<file path="src/rtl/fp_result_pack_fifo.sv">
// rtl/fp_result_pack_fifo.sv - packs FP results (sign/exponent/significand/specials) into IEEE words and queues them
// FIFO of packed words plus {invalid, overflow, underflow} flags; packing happens at the push edge.
module fp_result_pack_fifo #(
    parameter int EXP_W = 8,
    parameter int MAN_W = 23,
    parameter int DEPTH = 4
) (
    input  logic                       clk,
    input  logic                       rst_n,
    input  logic                       in_valid,
    output logic                       in_ready,
    input  logic                       in_s,
    input  logic [EXP_W+1:0]           in_e,
    input  logic [MAN_W:0]             in_m,
    input  logic                       in_nan,
    input  logic                       in_inf,
    output logic                       out_valid,
    input  logic                       out_ready,
    output logic [EXP_W+MAN_W:0]       out_data,
    output logic [2:0]                 out_flags,
    output logic [$clog2(DEPTH):0]     count
);

    localparam int PW = $clog2(DEPTH);
    localparam int CW = PW + 1;
    localparam int DW = 1 + EXP_W + MAN_W;
    localparam logic [CW-1:0] FULL_CNT = CW'(DEPTH);
    localparam logic signed [EXP_W+1:0] E_MAX = {2'b00, {EXP_W{1'b1}}};

    logic [DW+2:0]   mem_q [DEPTH];
    logic [PW-1:0]   wr_ptr_q, wr_ptr_d;
    logic [PW-1:0]   rd_ptr_q, rd_ptr_d;
    logic [CW-1:0]   count_q, count_d;
    logic [DW-1:0]   pack_data;
    logic [2:0]      pack_flags;
    logic            push, pop;

    // First match wins: NaN, infinity, zero/denormal significand, then exponent range.
    always_comb begin
        pack_data  = '0;
        pack_flags = 3'b000;
        if (in_nan) begin
            pack_data  = {1'b0, {EXP_W{1'b1}}, 1'b1, {(MAN_W-1){1'b0}}};
            pack_flags = 3'b100;
        end else if (in_inf) begin
            pack_data  = {in_s, {EXP_W{1'b1}}, {MAN_W{1'b0}}};
        end else if (!in_m[MAN_W]) begin
            pack_data  = {in_s, {(EXP_W+MAN_W){1'b0}}};
            pack_flags = {2'b00, |in_m[MAN_W-1:0]};
        end else if ($signed(in_e) >= E_MAX) begin
            pack_data  = {in_s, {EXP_W{1'b1}}, {MAN_W{1'b0}}};
            pack_flags = 3'b010;
        end else if (in_e[EXP_W+1] || (in_e == '0)) begin
            pack_data  = {in_s, {(EXP_W+MAN_W){1'b0}}};
            pack_flags = 3'b001;
        end else begin
            pack_data  = {in_s, in_e[EXP_W-1:0], in_m[MAN_W-1:0]};
        end
    end

    assign in_ready  = (count_q < FULL_CNT);
    assign out_valid = (count_q != '0);
    assign push      = in_valid && in_ready;
    assign pop       = out_valid && out_ready;
    assign out_data  = mem_q[rd_ptr_q][DW-1:0];
    assign out_flags = mem_q[rd_ptr_q][DW+2:DW];
    assign count     = count_q;

    always_comb begin
        wr_ptr_d = wr_ptr_q;
        rd_ptr_d = rd_ptr_q;
        count_d  = count_q;
        if (push) begin
            wr_ptr_d = wr_ptr_q + 1'b1;
        end
        if (pop) begin
            rd_ptr_d = rd_ptr_q + 1'b1;
        end
        if (push && !pop) begin
            count_d = count_q + 1'b1;
        end else if (pop && !push) begin
            count_d = count_q - 1'b1;
        end
    end

    // Storage is cleared on reset so the head reads as zero while empty after reset.
    always_ff @(posedge clk or negedge rst_n) begin
        if (!rst_n) begin
            wr_ptr_q <= '0;
            rd_ptr_q <= '0;
            count_q  <= '0;
            for (int i = 0; i < DEPTH; i++) begin
                mem_q[i] <= '0;
            end
        end else begin
            wr_ptr_q <= wr_ptr_d;
            rd_ptr_q <= rd_ptr_d;
            count_q  <= count_d;
            if (push) begin
                mem_q[wr_ptr_q] <= {pack_flags, pack_data};
            end
        end
    end

endmodule

</file>
<file path="config.mk">
export PLATFORM = sky130hd
export DESIGN_NAME = fp_result_pack_fifo
export DESIGN_NICKNAME = d
export VERILOG_FILES = /design/src/rtl/fp_result_pack_fifo.sv
export SDC_FILE = /design/constraint.sdc
export NUM_CORES = 1
export LEC_CHECK = 0
export BUFFER_PORTS_ARGS = -buffer_cell sky130_fd_sc_hd__buf_2
export CAP_MARGIN = 40
export CORE_AREA = 4 4 101 127
export CTS_BUF_LIST = sky130_fd_sc_hd__clkbuf_8 sky130_fd_sc_hd__clkbuf_16
export CTS_CLUSTER_DIAMETER = 100
export DETAILED_ROUTE_END_ITERATION = 6
export DIE_AREA = 0 0 105 131
export GPL_TIMING_DRIVEN = 0
export PLACE_DENSITY = 0.84
export SKIP_LAST_GASP = 1
export SLEW_MARGIN = 5
export SYNTH_ARGS = -nofsm -noshare
export SYNTH_HDL_FRONTEND = slang
export SYNTH_SLANG_ARGS = --single-unit
</file>
<file path="constraint.sdc">
create_clock -name clk -period 2.4 [get_ports clk]
set_input_delay 0.36 -clock clk [delete_from_list [all_inputs] [get_ports clk]]
set_output_delay 0.36 -clock clk [all_outputs]
set_load 0.005 [all_outputs]
</file>
* Yosys cells after proc, flatten, opt, wreduce, memory -nomap -nowiden
Cells that the tools add are included.
Operators by class: $lt $le $gt $ge 5, shift operators 0, divide/modulo/power cells 0, equal/unequal tests 0, add/sub/neg operators 4, reduce and logical (&&, ||, !) cells 12, $mul 0, bitwise logic cells 2, muxes and demuxes 18
Operators with widths (number):
- 140-bit bitwise mux | 1
- 31-bit 2-to-1 mux | 4
- 35-bit 2-to-1 mux | 3
- 35-bit binary-select mux with 2-bit select | 1
- 35-bit demux with 2-bit select | 1
- 32-bit 2-to-1 mux | 1
- 23-bit OR reduction | 1
- 10-bit by 9-bit >= comparator with 1-bit output, second input constant | 1
- 10-bit logical NOT | 1
- 3-bit 2-to-1 mux | 3
- 3-bit >= comparator, second input constant | 2
- 2-bit 2-to-1 mux | 3
- 2-bit NOT with 3-bit output | 2
- 1-bit logical AND | 5
- 2-bit by 1-bit adder with 2-bit output, second input constant | 2
- 3-bit by 1-bit adder with 3-bit output, second input constant | 1
- 3-bit by 1-bit less-than comparator with 1-bit output, second input constant | 1
- 3-bit less-than comparator, second input constant | 1
- 3-bit nonzero test | 1
- 3-bit by 1-bit subtractor with 3-bit output, second input constant | 1
- 1-bit logical NOT | 2
- 2-bit nonzero test | 1
- 1-bit logical OR | 1
- 1-bit 2-to-1 mux | 1
Storage, ports and cells: output and inout bits 40, RAM bits 0, word-level logic and storage cells 48, latch bits 0, input bits 41, register bits 147, bits in read-only memories 0, memories kept 0

* Depth between registers and ports, before layout
Gate-level depths: netlist of the first run.
depth after elaboration 8, depth in mapped cells 8, depth with buffers taken out 8

* Worst setup path after synthesis of the first run
Ideal clock, no wire load.
path type flip-flop to flip-flop, start point register count_q[0] (netlist: count[0]), end point register count_q[2] (netlist: count[2]), slack 409 ps, data required time 2320 ps, cell stages (with the launch flop) 9, arrival 1911 ps, period minus slack after synthesis 1991 ps, buffers on the path 0, library setup time 80 ps, cells stage by stage dfrtp_1 > or3_1 > nand2_1 > ha_1 > inv_1 > fa_1 > xor2_1 > nor2_1 > xnor2_1
Between the ends: word-level cells in the longest chain between the ends 5, elaborated cells on any way between the ends 13, classes of those cells 2 x add/sub; 1 x order compare; 2 x mux; 8 x reduce/logical
Ends and longest elaborated chain:
- start: declaration | line 33 | logic [CW-1:0] count_q, count_d;
- start signal: assignment | line 98 | count_q <= count_d;
- 3-bit nonzero test * | line 62 | assign out_valid = (count_q != '0);
- via out_valid | line 17 | output logic out_valid,
- 1-bit logical AND * | line 64 | assign pop = out_valid && out_ready;
- 1-bit logical NOT | line 79 | if (push && !pop) begin
- 1-bit logical AND | line 79
- 3-bit 2-to-1 mux or 2-bit nonzero test (tied branches)
The timed path passes the listed nets; every way through them passes the cells marked *. The select of a mux whose other input is x is not followed. A chain may end at the register's enable or synchronous reset.

* Worst setup path after layout of the first run
start point register rd_ptr_q[0], end point output port out_data[23]
Between the ends: word-level cells in the longest chain between the ends 4
Ends and longest elaborated chain:
- start: declaration | line 32 | logic [PW-1:0] rd_ptr_q, rd_ptr_d;
- start signal: assignment | line 97 | rd_ptr_q <= rd_ptr_d;
- 2-bit NOT with 3-bit output (not written as such) | line 65 | assign out_data = mem_q[rd_ptr_q][DW-1:0];
- 35-bit binary-select mux with 2-bit select | line 65
- 35-bit 2-to-1 mux (2 in series)
- end: declaration | line 19 | output logic [EXP_W+MAN_W:0] out_data,
No other way between the ends. The select of a mux whose other input is x is not followed.

==> results.py, run 1 <==
metrics = {
    "run_status": {
        "outcome": "completed",
    },
    "drt": {
        "wl_per_cell_um": 22.62,
        "vias_per_cell": 6.516,
        "drt-total-wl_um": 16630,
        "first_iter_violations": 319,
        "drc": 0,
        "vias": 4789,
        "drt_pass1_iterations": 5,
        "ant_nets": 0,
    },
    "global_routing": {
        "grt-ovfl-total": 0,
        "grt_max_degree": 77,
        "grt_pass1_wl_um": 27080,
        "grt_pass1_vias": 5065,
        "antenna_found_initial": 0,
        "grt_usage_pct": 25.98,
    },
    "timing": {
        "slew_headroom_pct": 52.46,
        "tightest_slew_ns": 0.7131,
        "finClkSkew_ns": 0.005269,
        "grt_setup_unrepaired": "no",
        "min_period_over_period_pct": 95.39,
        "period_needed_ns": 2.289,
        "setup_viol": 0,
        "max_clock_freq_mhz": 436.8,
        "drv_slew": 0,
        "setup_tns_ns": 0,
        "hold_viol": 0,
    },
    "clock_tree": {
        "clock_latency_ns": 0.43,
        "clk_path_buf_depth": 2,
        "cts_root_buf": "clkbuf_16",
        "path_clk_slew_ns": 0.06,
        "clock_sinks": 147,
        "post_cts_buffers": 0,
        "cts_buffers": 17,
        "h-tree-depth": 4,
        "cts_tree": "done",
    },
    "worst_setup_path": {
        "cp-end-kind": "primary output",
        "worst_setup_path_start_kind": "register",
        "reg2reg_depth": 8,
        "crit_type": "register to primary output",
        "worstReg2RegEnd": "count[2]$_DFFE_PN0P_",
        "r2r_start": "count[0]$_DFFE_PN0P_",
        "reg2reg_slack_ns": 0.23,
        "crit_end": "out_data[23]",
        "path_max_fanout": 10,
        "cp.required_ns": 2.04,
        "cp.arrival_ns": 1.93,
        "startpoint": "rd_ptr_q[0]$_DFFE_PN0P_",
    },
    "worst_hold_path": {
        "hp-start": "in_m[21]",
        "hp-class": "input port to register",
    },
    "die": {
        "num_rows": 44,
        "initial_core_util_pct": 57.08,
        "die_h_um": 131,
        "io_pins": 81,
        "dieArea_sq_um": 13760,
        "fp.dieW_um": 105,
        "core_area_sq_um": 11560,
    },
    "logic_synthesis": {
        "ys_warn_count": 0,
        "synth_seq_cells": 147,
        "yosys.cell_count.top_type": "dfrtp_1",
        "mappedNetlistNets": 532,
        "synth_cell_types": 36,
        "synth_ff_type": "dfrtp_1",
        "syn_area_per_cell_sq_um": 13.61,
        "synth_cells": 485,
        "yosysTopAreaCellShare_pct": 55.75,
        "syn-cell-area_sq_um": 6599,
        "synth_commonest_cells": "147 x dfrtp_1, 82 x a22o_1, 61 x nand2_1",
        "postSynth.asyncResetShare_pct": 100.0,
        "yosysTopAreaCell": "dfrtp_1",
        "synth_edf_count": 0,
        "yosys-top-cells-area": "dfrtp_1 56%, mux4_2 12%, a22o_1 11%",
        "synth-seq-area-share_pct": 55.75,
    },
    "place": {
        "hpwl_um": 11100,
        "io_buffers": 79,
        "gp_congestion": 0.8803,
    },
    "pwr": {
        "vdd.ir_drop.worst_mv": 0.6411,
        "leakage_nw": 3.778,
        "p_per_area_nw_per_um2": 1150,
    },
    "finish": {
        "fin_nets": 631,
        "utilization_pct": 68.70,
        "syn2layout_area_growth_pct": 20.36,
        "drive_gt1_share_pct": 31.66,
        "n_antenna_cell": 0,
    },
    "run": {
        "maxCapViolations": 0,
    },
}
-- critical path, cell delays in order, from the launching register on --
cell,delay (ns)
dfrtp_1,0.35
buf_6,0.20
buf_6,0.22
mux4_2,0.55
buf_2,0.15
-- cell families (layout without fill, tap and decap cells) --
logic type,after synthesis,in the layout,synth area share [%]
AOI/OAI and AO/OA,153,153,17.63
xor gates and xnor gates,6,6,0.7964
adders and majority gates,6,6,1.251
buffers and inverters,44,156,4.778
DFF,147,147,55.75
muxes,36,36,12.12
and+or+nand+nor,93,93,7.679
-- through the flow --
| stage | hold slack [ns] | instance area [sq um] | instances | setup WS (ns) | power (mW) |
|---|---|---|---|---|---|
| final | 0.2104 | 7943 | 735 | 0.1107 | 9.133 |
| after global placement | 0.4562 | 7167 | 702 | -0.8341 | 5.807 |
| after floorplan | 0.06441 | 6599 | 485 | 0.4089 | 5.008 |
| after CTS | 0.1879 | 7930 | 735 | -0.01308 | 9.159 |
| after detailed placement | 0.4291 | 7201 | 703 | -0.002598 | 5.960 |
| after global routing | 0.2163 | 7943 | 735 | 0.03579 | 9.581 |
-- power breakdown --
group	switching, mW	internal, mW
Clock	1.04	2.11
Sequential	0.372	3.07
Combinational	1.32	1.23
Total	2.73	6.40
-- cell type report --
type,count,area (sq um)
clock buffers,19,452.9
well taps,138,172.7
fillers,804,3618
flip-flops and latches,147,3680
multi-input cells,294,2605
plain buffers,37,317.8
inverters,6,22.52
repair buffers,81,439.2
clock inverters,13,252.7
-- how the worst min path moves through the flow --
stage	end	slack, ns	cells past startpoint
3_5_place_dp	mem_q[83]$_DFFE_PN0P_	0.43	1
6_report	mem_q[126]$_DFFE_PN0P_	0.21	2
3_3_place_gp	mem_q[129]$_DFFE_PN0P_	0.46	2
2_1_floorplan	count[0]$_DFFE_PN0P_	0.06	0
4_1_cts	mem_q[126]$_DFFE_PN0P_	0.19	2
5_1_grt	mem_q[73]$_DFFE_PN0P_	0.22	2
-- metal layers --
metal | part of all wire [%] | vias to the layer above | wire length (um) | GRT usage (%)
met5 | 0 | - | 0 | 0
met4 | 2.8 | 0 | 471 | 12.12
met3 | 8.2 | 44 | 1361 | 6.683
met2 | 50 | 231 | 8265 | 42.16
met1 | 39 | 2488 | 6530 | 33.31
li1 | - | 2026 | - | -
-- registers in the layout (all words and copies together) (netlist names) --
signal    count
rd_ptr_q      2
wr_ptr_q      2
count         3
mem_q       140
-- placed cells by master, fill, tap and decap left out, types with 2 or more instances in the layout --
master / instances
a22o_1: 82
a22o_2: 6
buf_2: 81
buf_6: 16
bufinv_16: 7
clkbuf_1: 9
clkbuf_16: 17
clkbuf_8: 4
clkinv_2: 2
clkinvlp_4: 2
dfrtp_1: 146
dlygate4sd1_1: 3
dlymetal6s2s_1: 3
ha_1: 5
inv_1: 6
mux4_2: 35
nand2_1: 61
nand2b_1: 2
nand4_1: 3
nor2_1: 9
nor2_8: 2
nor4_1: 6
nor4_4: 4
o21a_1: 8
o21ai_0: 49
o21ai_1: 4
or4_4: 2
xnor2_1: 5
-- timing repair --
action                                  CTS  global route
hold buffers                              1             0
endpoints found under the hold margin    75             0
resized for setup                         8             4
endpoints found under the setup margin   29            29
Power figures use the tool's default switching activity.
==> run 2, diff against run 1 <==
clock period = 2.35 ns   (was 2.4 ns; I/O delays follow)
==> run 2 against run 1 <==
Compared with the run above: final area about the same; worst setup slack got worse by 0.034 ns; global-route usage about the same; combinational power increased by 3%; register-to-register slack got worse by 0.04 ns; critical endpoint unchanged; largest cell class unchanged; highest routed layer unchanged.
==> results.py, run 2 (synthesis gave the netlist of run 1 again) <==
metrics = {
    "clock_tree": {
        "clock_latency_ns": 0.43,
        "cts_buffers": 17,
        "clock_sinks": 147,
        "path_clk_slew_ns": 0.06,
        "h-tree-depth": 4,
        "cts_root_buf": "clkbuf_16",
        "cts_tree": "done",
        "post_cts_buffers": 0,
        "clk_path_buf_depth": 2,
    },
    "pwr": {
        "vdd.ir_drop.worst_mv": 0.6618,
        "leakage_nw": 3.779,
        "p_per_area_nw_per_um2": 1176,
    },
    "timing": {
        "setup_viol": 0,
        "min_period_over_period_pct": 96.75,
        "tightest_slew_ns": 0.7043,
        "finClkSkew_ns": 0.005748,
        "hold_viol": 0,
        "timing.hold.ws_ns": 0.2003,
        "drv_slew": 0,
        "grt_setup_unrepaired": "no",
        "slew_headroom_pct": 53.05,
        "max_clock_freq_mhz": 439.8,
        "period_needed_ns": 2.274,
        "setup_tns_ns": 0,
    },
    "die": {
        "core_area_sq_um": 11560,
        "initial_core_util_pct": 57.08,
        "fp.dieW_um": 105,
        "num_rows": 44,
        "die_h_um": 131,
        "dieArea_sq_um": 13760,
        "io_pins": 81,
    },
    "drt": {
        "vias": 4785,
        "drt_pass1_iterations": 5,
        "vias_per_cell": 6.510,
        "wl_per_cell_um": 22.72,
        "drc": 0,
        "drt-total-wl_um": 16700,
        "ant_nets": 0,
        "first_iter_violations": 360,
    },
    "finish": {
        "n_antenna_cell": 0,
        "largest-register": "mem_q",
        "syn2layout_area_growth_pct": 20.42,
        "nFillCells": 801,
        "largest_register_ffs": 140,
        "layout_commonest_cell": "dfrtp_1",
        "layout_common_cells": "146 x dfrtp_1, 82 x a22o_1, 81 x buf_2",
        "drive_gt1_share_pct": 31.66,
        "fin_nets": 631,
        "stdcell_count": 735,
    },
    "place": {
        "hpwl_um": 11100,
        "dp_cells": 703,
        "io_buffers": 79,
        "gp_congestion": 0.8803,
    },
    "run_status": {
        "outcome": "completed",
    },
    "worst_hold_path": {
        "hp-class": "input port to register",
    },
    "global_routing": {
        "grt_pass1_vias": 5078,
        "grt-ovfl-total": 0,
        "antenna_found_initial": 0,
        "grt_max_degree": 77,
        "grt_pass1_wl_um": 27060,
        "grt_usage_pct": 25.95,
    },
    "worst_setup_path": {
        "path_max_fanout": 10,
        "cp.arrival_ns": 1.92,
        "crit_type": "register to primary output",
        "cp-end-kind": "primary output",
        "worst_setup_path_start_kind": "register",
        "cp.required_ns": 2.00,
    },
    "run": {
        "maxCapViolations": 0,
    },
}
[run 2: critical path: stages, from the launching register on]
cell and delay (ns):
dfrtp_1 0.36, buf_6 0.21, buf_8 0.20, mux4_2 0.56, buf_2 0.15
[run 2: layout make-up]
class                           count  area (sq um)  share of cell area [%]
Buffer                             37         321.6                   4.047
Inverter                            6         22.52                  0.2834
Clock inverter                     13         252.7                   3.181
Timing Repair Buffer               81         439.2                   5.527
Tap cell                          138         172.7                   2.173
Multi-Input combinational cell    294          2605                   32.78
Clock buffer                       19         452.9                   5.700
Sequential cell                   147          3680                   46.31
[run 2: metrics by stage]
stage | setup slack [ns] | power, mW | area, sq um | utilization [%]
2_1_floorplan | 0.3589 | 5.115 | 6599 | -
3_3_place_gp | -0.8766 | 5.931 | 7167 | 61.99
3_5_place_dp | -0.04510 | 6.087 | 7201 | 62.28
4_1_cts | 0.04173 | 9.375 | 7943 | 68.70
5_1_grt | 0.02002 | 9.792 | 7946 | 68.73
6_report | 0.07637 | 9.348 | 7946 | 68.73
[run 2: where the power goes]
| group | internal [mW] | leakage [nW] | switching (mW) |
|---|---|---|---|
| Combinational | 1.26 | 1.48 | 1.35 |
| Sequential | 3.13 | 1.96 | 0.383 |
| Clock | 2.15 | 0.340 | 1.07 |
| Total | 6.55 | 3.78 | 2.80 |
[run 2: final timing paths]
path	from	end	slack [ns]	depth (start not counted)
worst max-delay path	rd_ptr_q[0]$_DFFE_PN0P_	out_data[23]	0.08	4
worst min-delay path	in_m[2]	mem_q[72]$_DFFE_PN0P_	0.20	2
worst max register to register	count[0]$_DFFE_PN0P_	count[2]$_DFFE_PN0P_	0.19	8
worst min register to register	mem_q[64]$_DFFE_PN0P_	mem_q[64]$_DFFE_PN0P_	0.48	2
max in group asynchronous	rst_n	mem_q[113]$_DFFE_PN0P_	1.06	3
min in group asynchronous	rst_n	mem_q[12]$_DFFE_PN0P_	0.50	2
[run 2: repair_timing]
item	4_1_cts	5_1_grt
gates resized for setup	12	1
setup endpoints to repair	29	2
endpoints found under the hold margin	75	0
hold buffers	1	0
[run 2: per-layer routing]
layer	GRT usage (%)	wire length [um]	vias up
met5	0	0	-
met4	11.81	414	0
li1	-	-	2029
met1	33.07	6422	2477
met2	42.43	8432	240
met3	6.732	1429	39
==> run 3, diff against run 2 <==
CELL_PAD_IN_SITES_DETAIL_PLACEMENT = 1   (was not set)
CELL_PAD_IN_SITES_GLOBAL_PLACEMENT = 2   (was not set)
CORE_AREA = 4 4 127 159   (was 4 4 101 127)
DIE_AREA = 0 0 131 163   (was 0 0 105 131)
PLACE_DENSITY = 0.8   (was 0.84)
SLEW_MARGIN = 20   (was 5)
clock period = 1.95 ns   (was 2.35 ns; I/O delays follow)
==> run 3 against run 2 <==
Compared with the run above: the flow now finishes with violations (setup timing); global-route usage shrank 7.0 points; critical path depth is the same; via count shrank 2.3%; hold slack lost 0.049 ns; critical endpoint is now out_data[15].
==> results.py, run 3 (synthesis gave the netlist of run 1 again) <==
metrics = {
    "worst_hold_path": {
        "hp-class": "input port to register",
    },
    "worst_setup_path": {
        "cp.arrival_ns": 1.80,
        "max_stage_delay_ns": 0.53,
        "worst_setup_path_start_kind": "register",
        "crit_type": "register to primary output",
        "cp.required_ns": 1.66,
        "cp_cell_sequence": "buf_12 > buf_12 > mux4_2 > buf_2",
        "crit_slowest_cell": "mux4_2",
        "cp-end-kind": "primary output",
        "path_max_fanout": 10,
        "crit_path_frequent_cell": "buf_12",
    },
    "timing": {
        "slew_headroom_pct": 55.11,
        "finClkSkew_ns": 0.01168,
        "grt_setup_unrepaired": "yes",
        "max_clock_freq_mhz": 478.5,
        "period_needed_ns": 2.090,
        "drv_slew": 0,
        "min_period_over_period_pct": 107.2,
        "setup_viol": 35,
        "tightest_slew_ns": 0.6734,
        "hold_viol": 0,
        "fin_ws_ns": -0.1397,
    },
    "global_routing": {
        "grt_usage_pct": 18.96,
        "grt_pass1_vias": 5255,
        "antenna_found_initial": 0,
        "grt-ovfl-total": 0,
        "grt_max_degree": 80,
        "grt_pass1_wl_um": 30420,
    },
    "pwr": {
        "p_per_area_nw_per_um2": 1374,
        "intPower_mw": 7.676,
        "power_switching_mw": 3.524,
        "p_sw_share_pct": 31.46,
        "p_comb_share_pct": 32.1,
        "finalPower_mw": 11.20,
        "vdd.ir_drop.worst_mv": 0.6943,
        "p_clk_share_pct": 30.3,
        "seqPwrFrac_pct": 37.6,
        "leakage_nw": 3.820,
    },
    "die": {
        "core_area_sq_um": 18710,
        "num_rows": 56,
        "initial_core_util_pct": 35.27,
        "io_pins": 81,
        "dieArea_sq_um": 21350,
        "fp.dieW_um": 131,
        "die_h_um": 163,
    },
    "finish": {
        "largest_register_ffs": 140,
        "stdcell_count": 839,
        "final_cell_area_sq_um": 8150,
        "drive_gt1_share_pct": 34.43,
        "n_antenna_cell": 0,
        "largest-register": "mem_q",
        "syn2layout_area_growth_pct": 23.51,
        "fin_nets": 641,
        "layout_commonest_cell": "dfrtp_1",
        "layout_common_cells": "146 x dfrtp_1, 82 x a22o_1, 79 x buf_2",
    },
    "drt": {
        "ant_nets": 0,
        "vias": 4675,
        "vias_per_cell": 5.572,
        "drt_pass1_iterations": 4,
        "drt-total-wl_um": 19110,
        "drc": 0,
        "first_iter_violations": 201,
        "wl_per_cell_um": 22.77,
    },
    "clock_tree": {
        "clock_latency_ns": 0.43,
        "path_clk_slew_ns": 0.06,
        "clock_sinks": 147,
        "cts_buffers": 17,
        "h-tree-depth": 4,
        "clk_path_buf_depth": 2,
        "cts_tree": "done",
        "cts_root_buf": "clkbuf_16",
    },
    "run": {
        "maxCapViolations": 0,
    },
    "place": {
        "hpwl_um": 13030,
        "gp_congestion": 0.7858,
        "io_buffers": 79,
        "post_dp_cell_area_sq_um": 7332,
        "dp_cells": 797,
    },
    "run_status": {
        "failed_checks": "setup timing",
        "outcome": "complete, but fails checks",
    },
}
-- run 3: path summary, 6_finish.rpt --
check	to	start	cells past startpoint	slack [ns]
hold / removal	mem_q[72]$_DFFE_PN0P_	in_m[2]	2	0.15
setup reg to reg	count[1]$_DFFE_PN0P_	count[0]$_DFFE_PN0P_	6	0.08
min in group asynchronous	mem_q[62]$_DFFE_PN0P_	rst_n	2	0.39
max in group asynchronous	rd_ptr_q[1]$_DFFE_PN0P_	rst_n	3	0.75
hold reg to reg	mem_q[63]$_DFFE_PN0P_	mem_q[63]$_DFFE_PN0P_	2	0.48
setup / recovery	out_data[15]	rd_ptr_q[0]$_DFFE_PN0P_	4	-0.14
-- run 3: cell type report --
type                            count  area, sq um
Inverter                            6        22.52
Buffer                             36        362.8
Clock buffer                       19        452.9
Clock inverter                     13        157.7
Multi-Input combinational cell    294         2633
Sequential cell                   147         3680
Fill cell                        1911        10560
Timing Repair Buffer               92        551.8
Tap cell                          232        290.3
-- run 3: what timing repair did --
action | in CTS | in global routing
gates resized for setup | 28 | 8
hold buffers | 1 | 0
cloned | 1 | 0
setup buffers | 6 | 4
endpoints found under the setup margin | 46 | 53
hold endpoints to repair | 68 | 0
pin swaps | 1 | 2
-- run 3: worst max-delay path: cells and delay by family (launching register included) --
family	cells	cell delay (ns)
flops	1	0.37
buf+inv	3	0.47
mux	1	0.53
-- run 3: layer usage --
layer	vias up	part of all wire (%)	wire, um	global-route usage, %
met4	0	1.5	291	5.519
met1	2500	43	8191	24.17
met3	26	3.8	731	4.134
met5	-	0	0	0
li1	2046	-	-	-
met2	103	52	9894	32.23
-- run 3: metrics by stage --
stage	setup slack, ns	utilization (%)	setup TNS, ns	hold slack [ns]
finish	-0.1397	43.57	-3.507	0.1517
global route	-0.2182	43.57	-6.070	0.1494
CTS	-0.1842	43.37	-4.995	0.1360
detailed placement	-0.3916	39.19	-9.511	0.2862
global placement	-1.362	38.99	-207.31	0.4564
floorplan	0.001069	-	0	-0.003091
-- run 3: power by group through the flow --
stage               Sequential (mW)  Combinational [mW]  Clock [mW]
floorplan                      4.09                2.09           0
global placement               4.15                3.13           0
detailed placement             4.23                3.25           0
CTS                            4.21                3.62        3.42
global route                   4.29                3.98        3.59
finish                         4.21                3.60        3.39
